--- config.mk ---
export PLATFORM = sky130hd
export DESIGN_NAME = fifo_rd_pattern_gen
export DESIGN_NICKNAME = d
export VERILOG_FILES = /design/src/rtl/fifo_rd_chk_pkg.sv /design/src/rtl/fifo_rd_pattern_gen.sv
export SDC_FILE = /design/constraint.sdc
export NUM_CORES = 1
export LEC_CHECK = 0
export ABC_AREA = 0
export CELL_PAD_IN_SITES_DETAIL_PLACEMENT = 0
export CELL_PAD_IN_SITES_GLOBAL_PLACEMENT = 1
export CORE_AREA = 2 2 39 41
export CTS_BUF_LIST = sky130_fd_sc_hd__clkbuf_8
export CTS_CLUSTER_SIZE = 24
export DETAILED_ROUTE_END_ITERATION = 6
export DIE_AREA = 0 0 41 43
export PLACE_DENSITY = 0.67
export SETUP_SLACK_MARGIN = 0.15
export SYNTH_ARGS = -nofsm -noshare
export SYNTH_HDL_FRONTEND = slang
export SYNTH_SLANG_ARGS = --single-unit
export TNS_END_PERCENT = 5
--- constraint.sdc ---
create_clock -name clkb -period 4.21 [get_ports clkb]
set_input_delay 0.6315 -clock clkb [delete_from_list [all_inputs] [get_ports clkb]]
set_output_delay 0.6315 -clock clkb [all_outputs]
set_load 0.03 [all_outputs]
--- src/rtl/fifo_rd_chk_pkg.sv ---
// -----------------------------------------------------------------------------
// fifo_rd_chk_pkg
// Shared definitions for the async-FIFO read-side checker:
//   - state_t     : checker FSM encodings (IDLE/RUN/DRAIN/DONE)
//   - LFSR_TAPS   : tap mask for x^8+x^6+x^5+x^4+1 (bits 7,5,4,3)
//   - MAX_RD_LAT  : largest supported read latency
//   - lfsr_next() : one step of the 8-bit Fibonacci LFSR (shift left,
//                   feedback into bit 0)
// Build option: FIFO_RD_CHK_LFSR_EN (consumed by fifo_rd_pattern_gen).
// -----------------------------------------------------------------------------
package fifo_rd_chk_pkg;

    typedef enum logic [1:0] {
        ST_IDLE  = 2'd0,
        ST_RUN   = 2'd1,
        ST_DRAIN = 2'd2,
        ST_DONE  = 2'd3
    } state_t;

    localparam logic [7:0] LFSR_TAPS  = 8'hB8;
    localparam int         MAX_RD_LAT = 4;

    function automatic logic [7:0] lfsr_next(input logic [7:0] cur);
        return {cur[6:0], ^(cur & LFSR_TAPS)};
    endfunction

endpackage

--- src/rtl/fifo_rd_pattern_gen.sv ---
// -----------------------------------------------------------------------------
// fifo_rd_pattern_gen
// Holds the next expected read word.
//   clkb, rstnb  : clock, async active-low reset (reset value = SEED)
//   i_load       : reload SEED (takes priority over i_advance)
//   i_advance    : step to the next word of the sequence
//   o_expected   : current expected word
// Sequence: incrementing (mod 2^DW) by default; 8-bit Fibonacci LFSR when
// FIFO_RD_CHK_LFSR_EN is defined (DW must then be 8, SEED nonzero).
// -----------------------------------------------------------------------------
module fifo_rd_pattern_gen
    import fifo_rd_chk_pkg::*;
#(
    parameter int            DW   = 8,
    parameter logic [DW-1:0] SEED = {{(DW-1){1'b0}}, 1'b1}
) (
    input  logic          clkb,
    input  logic          rstnb,
    input  logic          i_load,
    input  logic          i_advance,
    output logic [DW-1:0] o_expected
);

    logic [DW-1:0] r_expected;
    logic [DW-1:0] w_next;

    always_comb begin
`ifdef FIFO_RD_CHK_LFSR_EN
        w_next = DW'(lfsr_next(8'(r_expected)));
`else
        w_next = r_expected + DW'(1);
`endif
    end

    always_ff @(posedge clkb or negedge rstnb) begin
        if (!rstnb) begin
            r_expected <= SEED;
        end else if (i_load) begin
            r_expected <= SEED;
        end else if (i_advance) begin
            r_expected <= w_next;
        end
    end

    assign o_expected = r_expected;

endmodule

==> qor.txt, run 1 <==
Final Hold Viols: 0
Clock latency at the later pin of the worst-skew pair: 0.23 ns
Share of power burned in registers: 41.6%
CTS HTree Levels: 1
Top cell type's share of synthesized area: 43.8%
Met1 Usage GRT: 16.0%
Post-synth net total: 42
Core box area: 1380 sq um
CP max stage delay: 0.69 ns
Detail Route Antenna Nets: 0
Gr ovfl total: 0
Setup TNS: 0 ns
Internal power: 0.156 mW
Slowest cell on crit path: clkdlybuf4s50_1
CP Launch Type: flip-flop
Met2 usage: 17.5%
Max reg flops: 8
Outcome: finished clean
Die area: 1760 sq um
Unique masters post-synth: 16
Setup Buffers After CTS: 0
Iteration-0 DRC Markers: 2
DP Wirelength: 562 microns
ANT cells: 0
DRC: 0
Number of max-cap violations: 0
First-pass iteration count of the detailed router: 2
Sink Count: 8
Hold_ws: 0.561 ns
Arr. time, crit path: 1.49 ns
Hold WC Path Type: reg2reg
Post-CTS Hold Buffers: 0
Max Fclk: 472 MHz
Crit share post-route: 50.4%
Fin worst setup slack: 2.09 ns
Die height: 43 microns
Crit path max fanout: 4
Share of layout cells above drive strength 1: 10.0%
Cells after Synth: 37
Global route hottest layer: met2
P&R area growth vs syn: 40.0%
Fin nets: 56
Gate power share: 13.2%
Post-cts sizing count: 0
Delay-heaviest family, CP: buffers and inverters
Synth Cell Area: 400 sq um
Mean Syn Cell Area: 10.8 sq um
Routed vias: 310
Clk root buf: clkbuf_8
Ports: 12
Worst slew pin tran: 0.386 ns
Clock-pin slew on the worst setup and hold paths: 0.04 ns
# fillers: 144
CP required: 3.58 ns
Drt wl/cell: 11.6 microns
PD cells: 370 nW/um^2
RSZ-0062 raised after global routing: no
Clock Path Buffers: 2
Vias in the first global route: 349
Ranking of synthesized cells by area: dfrtp_1 44%, dfstp_2 6.6%, o2111ai_4 6.6%
Setup slack at placement: 2.07 ns
Initial antenna violation count: 0
Critical path class: reg2out
Most frequent cells in the layout: 11 x clkdlybuf4s50_1, 7 x dfrtp_1, 4 x nor2_1
Post-synth top area cell: dfrtp_1
Initial Utilization: 28.9%
PortBufs: 11
CTS tree: yes
Largest net degree at the start of global routing: 10
Clk pwr share: 45.2%
Final setup fails: 0
Met3 Resource Use GR: 0%
Max Slew Vio Count: 0
Row count: 14
Slew headroom: 74.2%
Num CTS Buffers: 3
Via density per instance: 4.70
Yosys warnings: 0
Switching fraction of total power: 24.5%
Static Leak: 0.219 nW
Minimum clock period: 2.12 ns
WL final: 766 microns
Maximum VDD drop: 0.000182 V
CP endpoint kind: primary output
Setup Skew: 0.00162 ns
P_sw: 0.0509 mW
Crit path buf inv count: 1
GP Congestion: 0.620
#FFs+latches synth: 8
GRT Resource Usage Total: 12.1%
Worst-path cell chain: clkdlybuf4s50_1
First-pass GRT wire length: 1430 microns
Commonest non-fill, non-tap cell in the layout: clkdlybuf4s50_1
DIE WIDTH: 41 microns
Seq/Total Area, Yosys: 50.3%
-- per-layer routing --
layer  vias to the layer above  share of wire [%]
met5                         -                  0
met4                         0                  0
met3                         0                3.8
met2                         7                 49
met1                       148                 47
li1                        155                  -
-- area by class of cell --
type | instances | area, sq um | area share [%]
Clock buffer | 3 | 41.3 | 7.37
Timing Repair Buffer | 11 | 110 | 19.6
Clock inverter | 1 | 3.75 | 0.670
Sequential cell | 8 | 201 | 35.9
Multi-Input combinational cell | 27 | 184 | 32.8
Tap cell | 16 | 20.0 | 3.57
-- metrics by stage --
| step | area, sq um | utilization [%] | power, mW | instances |
|---|---|---|---|---|
| after floorplan | 400 | - | 0.104 | 37 |
| after global placement | 515 | 37.3 | 0.115 | 62 |
| after detailed placement | 515 | 37.3 | 0.115 | 62 |
| after CTS | 561 | 40.5 | 0.212 | 66 |
| after global routing | 561 | 40.5 | 0.219 | 66 |
| final | 561 | 40.5 | 0.207 | 66 |
-- power by group through the flow --
stage / sequential, mW / combinational (mW) / clock, mW
4_1_cts: 0.0863 / 0.0280 / 0.0976
6_report: 0.0862 / 0.0274 / 0.0937
3_5_place_dp: 0.0874 / 0.0278 / 0
2_1_floorplan: 0.0931 / 0.0108 / 0
3_3_place_gp: 0.0874 / 0.0278 / 0
5_1_grt: 0.0868 / 0.0302 / 0.102
-- Yosys cell counts (all sizes together) --
cell type,count
o2111ai,1
nand2b,1
o21ai,3
xor2,3
nand2,2
nor2,4
mux2i,1
nand4,2
dfstp,1
or3,3
ha,1
nand3,2
buf,2
dfrtp,7
a21oi,3
xnor2,1
-- worst paths after layout --
check / end / slack (ns) / from / cells past startpoint
worst max-delay path: o_expected[0] / 2.09 / o_expected[0]$_DFFE_PN1P_ / 1
worst min register to register: o_expected[7]$_DFFE_PN0P_ / 0.56 / o_expected[7]$_DFFE_PN0P_ / 2
max in group asynchronous: o_expected[0]$_DFFE_PN1P_ / 3.20 / rstnb / 1
min in group asynchronous: o_expected[4]$_DFFE_PN0P_ / 0.70 / rstnb / 1
worst max register to register: o_expected[6]$_DFFE_PN0P_ / 2.77 / o_expected[0]$_DFFE_PN1P_ / 4
worst min-delay path: o_expected[7]$_DFFE_PN0P_ / 0.56 / o_expected[7]$_DFFE_PN0P_ / 2
-- kinds of logic after synthesis --
family / after synthesis / share of synthesized area, %
compound gates: 7 / 14.1
xor+xnor: 4 / 8.75
fa+ha+maj: 1 / 3.12
buf+inv: 2 / 3.75
flops: 8 / 50.3
mux: 1 / 2.50
simple gates: 14 / 17.5
(Power assumes the default switching activity.)
==> run 2: changes to the inputs <==
--- a/config.mk
+++ b/config.mk
@@ -13,7 +13,7 @@
 export CTS_CLUSTER_SIZE = 24
 export DETAILED_ROUTE_END_ITERATION = 6
 export DIE_AREA = 0 0 41 43
-export PLACE_DENSITY = 0.67
+export PLACE_DENSITY = 0.69
 export SETUP_SLACK_MARGIN = 0.15
 export SYNTH_ARGS = -nofsm -noshare
 export SYNTH_HDL_FRONTEND = slang
==> constraint.sdc (replaced) <==
create_clock -name clkb -period 1.9 [get_ports clkb]
set_input_delay 0.285 -clock clkb [delete_from_list [all_inputs] [get_ports clkb]]
set_output_delay 0.285 -clock clkb [all_outputs]
set_load 0.03 [all_outputs]
==> run 2 against run 1 <==
  * Flip-flop and latch count is the same
  * Via count grew 7.7%
  * Final cell count grew 3.0%
  * Die area is the same
  * First-iteration DRC count grew 100%
  * Global-route usage shrank 0.42 points
  * Design area grew 2.5%
  * Sequential share of layout area shrank 0.86 points
  * Clock power grew 130%
==> qor.txt, run 2 (synthesis gave the netlist of run 1 again) <==
Outcome: finished clean
Largest net degree at the start of global routing: 9
Critical path class: reg2out
Static Leak: 0.229 nW
Worst r2r path cells: 4
DRC: 0
Post-cts sizing count: 1
Core box area: 1380 sq um
Max reg flops: 8
Clock-pin slew on the worst setup and hold paths: 0.05 ns
Routed vias: 334
WL final: 800 microns
Number of max-cap violations: 0
P&R area growth vs syn: 43.4%
Clk pwr share: 45.6%
Setup Buffers After CTS: 0
Fin worst setup slack: 0.216 ns
Setup TNS: 0 ns
First-pass iteration count of the detailed router: 4
GRT Resource Usage Total: 11.7%
Ports: 12
Commonest non-fill, non-tap cell in the layout: clkdlybuf4s50_1
CP required: 1.62 ns
Clk root buf: clkbuf_8
Die height: 43 microns
Num CTS Buffers: 3
Reg-to-reg setup timing slack: 0.46 ns
Met3 Resource Use GR: 4.71%
Sink Count: 8
Arr. time, crit path: 1.40 ns
Stages on worst setup path: 1
Iteration-0 DRC Markers: 4
Row count: 14
CP max stage delay: 0.71 ns
Fin nets: 58
Setup Skew: 0.00642 ns
ANT cells: 0
Slowest cell on crit path: clkdlybuf4s50_1
Global route hottest layer: met2
Final setup fails: 0
Placed Cells: 64
Setup slack at placement: 0.293 ns
Total Power: 0.467 mW
CTS HTree Levels: 1
Internal power: 0.348 mW
Share of layout cells above drive strength 1: 13.5%
Clock Path Buffers: 2
Drt wl/cell: 11.8 microns
Crit share post-route: 88.6%
Hold WC Path Type: in2async
Via density per instance: 4.91
Worst slew pin tran: 0.361 ns
Share of power burned in registers: 41.0%
Hold_ws: 0.330 ns
Reg-to-reg startpoint: o_expected[0]$_DFFE_PN1P_
GP Congestion: 0.613
CTS tree: yes
CP endpoint kind: primary output
PD cells: 813 nW/um^2
Worst-path cell chain: clkdlybuf4s50_1
Slew headroom: 75.9%
Detail Route Antenna Nets: 0
Crit path max fanout: 5
Delay-heaviest family, CP: buffers and inverters
Crit path buf inv count: 1
CP Launch Type: flip-flop
Gate power share: 13.5%
Final std cells w/o fill: 68
Minimum clock period: 1.68 ns
Max Slew Vio Count: 0
Met2 usage: 15.9%
Post-CTS Hold Buffers: 0
DP Wirelength: 584 microns
Max Fclk: 594 MHz
P_sw: 0.119 mW
Gr ovfl total: 0
RSZ-0062 raised after global routing: no
Initial antenna violation count: 0
Final Hold Viols: 0
Switching fraction of total power: 25.4%
First-pass GRT wire length: 1340 microns
Die area: 1760 sq um
Most frequent cells in the layout: 10 x clkdlybuf4s50_1, 7 x dfrtp_1, 4 x nor2_1
Met1 Usage GRT: 14.3%
Initial Utilization: 28.9%
R2r endpoint: o_expected[6]$_DFFE_PN0P_
PortBufs: 11
Clock latency at the later pin of the worst-skew pair: 0.23 ns
DIE WIDTH: 41 microns
Maximum VDD drop: 0.000453 V
Vias in the first global route: 325
[run 2: cell count changes in the layout (fill, tap and decap cells not counted)]
cell | previous run | this run
clkdlybuf4s50_1 | 11 | 10
buf_4 | 0 | 2
dlygate4sd2_1 | 0 | 1
[run 2: how the worst max path moves through the flow]
| stage | from | endpoint |
|---|---|---|
| after floorplan | o_expected[0]$_DFFE_PN1P_ | o_expected[6]$_DFFE_PN0P_ |
| after global placement | i_advance | o_expected[7]$_DFFE_PN0P_ |
| after detailed placement | i_advance | o_expected[5]$_DFFE_PN0P_ |
| after CTS | o_expected[2]$_DFFE_PN0P_ | o_expected[2] |
| after global routing | o_expected[2]$_DFFE_PN0P_ | o_expected[2] |
| final | o_expected[2]$_DFFE_PN0P_ | o_expected[2] |
[run 2: worst register-to-register path, delay by kind of cell (launching register included)]
kind	cells	cell delay [ns]
compound gates	1	0.14
fa+ha+maj	1	0.21
flops	1	0.58
simple gates	2	0.45
[run 2: through the flow]
stage	instance area (sq um)	utilization [%]
2_1_floorplan	400	-
3_3_place_gp	531	38.3
3_5_place_dp	531	38.3
4_1_cts	574	41.5
5_1_grt	574	41.5
6_report	574	41.5
[run 2: routing by layer]
layer / part of all wire (%) / routed length [microns]
met1: 46 / 368
met2: 45 / 361
met3: 6.6 / 53
met4: 2.0 / 16
met5: 0 / 0
[run 2: final cells by class]
class,count,area (sq um)
clock buffer,3,41.3
clock inverter,1,3.75
fill,155,810
multi-input combinational,27,184
sequential,8,201
tap,16,20.0
timing repair buffer,13,124
[run 2: power by group through the flow]
| stage | registers, mW | logic [mW] | clock network (mW) |
|---|---|---|---|
| 2_1_floorplan | 0.206 | 0.0240 | 0 |
| 3_3_place_gp | 0.194 | 0.0642 | 0 |
| 3_5_place_dp | 0.194 | 0.0654 | 0 |
| 4_1_cts | 0.192 | 0.0641 | 0.220 |
| 5_1_grt | 0.193 | 0.0690 | 0.228 |
| 6_report | 0.191 | 0.0628 | 0.213 |
